==> config.mk <==
export PLATFORM = sky130hd
export DESIGN_NAME = pc_fetch_sequencer
export DESIGN_NICKNAME = d
export VERILOG_FILES = /design/src/rtl/pc_fetch_sequencer.sv
export SDC_FILE = /design/constraint.sdc
export NUM_CORES = 1
export LEC_CHECK = 0
export BUFFER_PORTS_ARGS = -buffer_cell sky130_fd_sc_hd__buf_2
export CAP_MARGIN = 10
export CORE_UTILIZATION = 30
export CTS_BUF_LIST = sky130_fd_sc_hd__clkbuf_4 sky130_fd_sc_hd__clkbuf_8
export DETAILED_ROUTE_END_ITERATION = 16
export PLACE_DENSITY = 0.59
export SETUP_SLACK_MARGIN = 0.15
export SYNTH_ARGS = -nofsm -noshare
export SYNTH_HDL_FRONTEND = slang
export SYNTH_SLANG_ARGS = --single-unit
==> constraint.sdc <==
create_clock -name CLK -period 3.79 [get_ports CLK]
set_input_delay 0.5685 -clock CLK [delete_from_list [all_inputs] [get_ports CLK]]
set_output_delay 0.5685 -clock CLK [all_outputs]
set_load 0.05 [all_outputs]
==> src/rtl/pc_fetch_sequencer.sv <==
// Program-counter and run-control stage: start/run/halt handshake plus next-PC selection.
// Optional retired-instruction counter enabled by defining PC_PERF_CNT_EN.
module pc_fetch_sequencer #(
  parameter int unsigned PCW      = 10,
  parameter int unsigned PROG_LEN = 1024,
  parameter int unsigned OFFW     = 8
) (
  input  logic            CLK,
  input  logic            Reset,
  input  logic            start,
  input  logic            Stall,
  input  logic            HaltReq,
  input  logic            BranchEn,
  input  logic            BranchRel,
  input  logic [OFFW-1:0] BranchOffset,
  input  logic [PCW-1:0]  BranchTarget,
  output logic [PCW-1:0]  PC,
  output logic            FetchValid,
  output logic            halt,
  output logic            Fault
`ifdef PC_PERF_CNT_EN
  ,
  output logic [15:0]     InstCount
`endif
);

  typedef enum logic [1:0] {StIdle, StRun, StHalted} state_e;

  state_e         state_q;
  logic [PCW-1:0] pc_q;
  logic           halt_q;
  logic           fault_q;
  logic           start_q;

  logic [PCW-1:0] off_ext;
  logic [PCW-1:0] tgt;
  logic           runoff;
  logic           oob;

  always_comb begin
    off_ext = PCW'($signed(BranchOffset));
    if (BranchEn) begin
      tgt = BranchRel ? (pc_q + off_ext) : BranchTarget;
    end else begin
      tgt = pc_q + PCW'(1);
    end
    // Sequential step off the last word faults even when PROG_LEN == 2^PCW wraps to 0.
    runoff = !BranchEn && (pc_q == PCW'(PROG_LEN - 1));
    oob    = {1'b0, tgt} >= (PCW + 1)'(PROG_LEN);
  end

  always_ff @(posedge CLK or posedge Reset) begin
    if (Reset) begin
      state_q <= StIdle;
      pc_q    <= '0;
      halt_q  <= 1'b0;
      fault_q <= 1'b0;
      start_q <= 1'b0;
    end else begin
      start_q <= start;
      case (state_q)
        StIdle: begin
          pc_q <= '0;
          if (!start && start_q) begin
            state_q <= StRun;
          end
        end
        StRun: begin
          if (!Stall) begin
            if (HaltReq) begin
              state_q <= StHalted;
              halt_q  <= 1'b1;
            end else if (runoff || oob) begin
              state_q <= StHalted;
              halt_q  <= 1'b1;
              fault_q <= 1'b1;
            end else begin
              pc_q <= tgt;
            end
          end
        end
        StHalted: begin
          if (start) begin
            state_q <= StIdle;
            pc_q    <= '0;
            halt_q  <= 1'b0;
            fault_q <= 1'b0;
          end
        end
        default: begin
          state_q <= StIdle;
          pc_q    <= '0;
          halt_q  <= 1'b0;
        end
      endcase
    end
  end

  assign PC         = pc_q;
  assign FetchValid = (state_q == StRun) && !Stall;
  assign halt       = halt_q;
  assign Fault      = fault_q;

`ifdef PC_PERF_CNT_EN
  logic [15:0] cnt_q;
  logic [15:0] cnt_d;

  always_comb begin
    cnt_d = cnt_q;
    if (state_q == StHalted && start) begin
      cnt_d = '0;
    end else if (FetchValid && !HaltReq && (cnt_q != 16'hFFFF)) begin
      cnt_d = cnt_q + 16'd1;
    end
  end

  always_ff @(posedge CLK or posedge Reset) begin
    if (Reset) begin
      cnt_q <= '0;
    end else begin
      cnt_q <= cnt_d;
    end
  end

  assign InstCount = cnt_q;
`endif

endmodule

==> metrics.cfg <==
[setup_path]
cp_data_required_time_ps=3930
crit_buf_inv=0
crit_family=compound AO/OA/AOI/OAI gates
cp-start-kind=register
cp_slowest_cell=dfrtp_1
cp_cell_sequence=ha_1 > and2_1 > a311oi_2 > a2111oi_0 > a2111o_1 > a21oi_1 > o2bb2ai_1
cp-end-kind=register
crit_arrival_ps=2360
cp_max_fo=6
critPathKind=reg2reg
crit_path_max_incr_delay_ps=450

[clocking]
htree_levels=1
clock_latency_ps=250
clk_pin_slew_ps=60
clockRootBuffer=clkbuf_8
cts_sinks=15
hold_buffers=0
cts_buffer_depth=2
numCtsBuffers=3
post_cts_buffers=0
post_cts_resize_count=0
cts_tree=done

[cells_and_area]
nFillCells=474
layout.nets=242
num_antenna_cells=0
design_area_um2=1680
area_delta_synth_final_pct=19.5
regArea_um2=375
multi_input_area_um2=990
drive_gt1_share_pct=23.9

[synth]
synth-edff-count=0
async_reset_ff_share_pct=100
synth.distinct_cells=51
netlist.area_leader.share_pct=26.6
syn_avg_cell_area_um2=8.34
syn_inst=169
syn_area_um2=1410
synth_nets=205
yosys_warnings=0
ys_seq_area_share_pct=26.6
synth_top_area_cell=dfrtp_1
synth.top_cells.by_area=dfrtp_1 27%, ha_1 8.9%, o21ai_0 5.7%, nand2_1 4.3%, nor2_1 3.7%
synth_flop_cell=dfrtp_1
synth-seq-cells=15

[detailed_routing]
wire_per_inst_um=13.8
drt_wl_total_um=3540
vias=1389
drtAntennaViolNets=0
drt-pass1-iter-count=10
vias_per_cell=5.40
drc=2
first_iter_violations=69

[grt]
grt_use_total_pct=15.6
grt_pass1_vias=1369
grt_pass1_wl_um=6290
gr-total-overflow=0
grt_max_degree=27
antenna_found_initial=0

[timing]
period_share_pct=58.7
skew_ps=2.24
hold_violations=0
rsz0062_at_grt=false
timing.fmax_mhz=450
min_period_ps=2220
worstMarginPinSlew_ps=594
setup_viol=0
tns_ps=0
timing.final.ws_setup_ps=1570
slew_viol_final=0
slew_headroom_pct=60.3

[die]
die_area_um2=4970
rows=24
initial_core_util_pct=31.7
coreArea_um2=4440
die_w_um=70.5
ioPinCount=38
chipHeight_um=70.5

[power_and_ir_drop]
powerDensity_nw_per_um2=343
ir_drop_v=0.000194
finalPower_mw=0.578
p_leak_nw=0.806

[flow_run]
maxCapViolCount=0

[placement]
io_buffers=37
place_ws_ps=1360
gp_congestion=0.721
dp_hpwl_um=2680
place_area_um2=1640

[worst_hold_path]
hold_path.class=in2async

[outcome]
status=complete, but fails checks
violations=design-rule violations

-- cells by family after synthesis --
group / synth area share [%]
buffers and inverters: 3.11
xor gates and xnor gates: 3.73
muxes: 3.73
DFF: 26.6
AOI/OAI and AO/OA: 25.9
and+or+nand+nor: 26.6
adders and majority gates: 10.3
-- worst paths after layout --
check                                     to  slack, ps  cells past startpoint              start
max                        PC[9]$_DFFE_PP0P_       1570                      7  PC[4]$_DFFE_PP0P_
min                        PC[0]$_DFFE_PP0P_        370                      2              Reset
max reg2reg                PC[9]$_DFFE_PP0P_       1570                      7  PC[4]$_DFFE_PP0P_
min reg2reg                 halt$_DFFE_PP0P_        490                      2   halt$_DFFE_PP0P_
max in group asynchronous  PC[5]$_DFFE_PP0P_       3030                      2              Reset
min in group CLK           start_q$_DFF_PP0_        480                      1              start
-- cells in the final DEF, fill, tap and decap left out, drive strengths merged, types with 2 or more instances in the layout --
master / n
mux2: 2
ha: 10
nand3: 5
dfrtp: 15
xor2: 2
nor2b: 3
nor2: 15
and2: 2
clkbuf: 3
xnor2: 4
o21ai: 17
buf: 37
nand3b: 2
or3b: 2
a41oi: 2
mux2i: 3
a31oi: 3
inv: 6
nand2b: 2
nor3: 8
a21oi: 9
nor3b: 4
a211oi: 2
nand4: 2
a311oi: 3
o31ai: 2
a21o: 6
nand2: 16
-- cell type report --
type                       count  area share, %
clock buffer                   3           2.45
sequential                    15           22.3
inverter                       6           1.34
timing repair buffer          37           11.0
tap                           52           3.86
multi-input combinational    143           58.8
clock inverter                 1          0.297
-- routing by layer --
layer	wire length [um]	track usage [%]	vias to the layer above
met5	0	0	-
met4	10	2.67	0
met3	159	3.70	2
met2	1640	27.0	30
met1	1730	20.3	645
li1	-	-	712
-- Yosys cell counts, types with 2 or more instances --
library cell	n
o31ai_1	2
nand3b_1	2
a21oi_1	9
dfrtp_1	15
nand2_1	16
inv_1	6
mux2i_1	3
a311oi_1	2
mux2_2	2
nor2_1	14
o21ai_0	16
nor3_1	8
nor2b_1	3
nor3b_1	4
xor2_1	2
clkbuf_1	2
buf_2	2
nand4_1	2
and2_1	2
a21o_1	6
xnor2_1	4
a31oi_1	3
ha_1	10
a211oi_1	2
a41oi_1	2
nand3_1	5
-- power breakdown --
group	switching [mW]	total (mW)	internal, mW
Clock	0.0589	0.132	0.0729
Sequential	0.0275	0.208	0.180
Combinational	0.156	0.238	0.0817
-- sequential cells by signal, summed over array words and instances (netlist names) --
name	cells
Fault	1
PC	10
halt	1
start_q	1
state_q	2
-- stage by stage --
step	hold WS (ps)	utilization (%)	std cells
finish	370	37.9	257
global route	435	37.9	257
CTS	398	37.9	257
detailed placement	481	36.9	253
global placement	464	36.9	253
floorplan	470	-	169
Note: power is estimated with default switching activity, not from simulation.
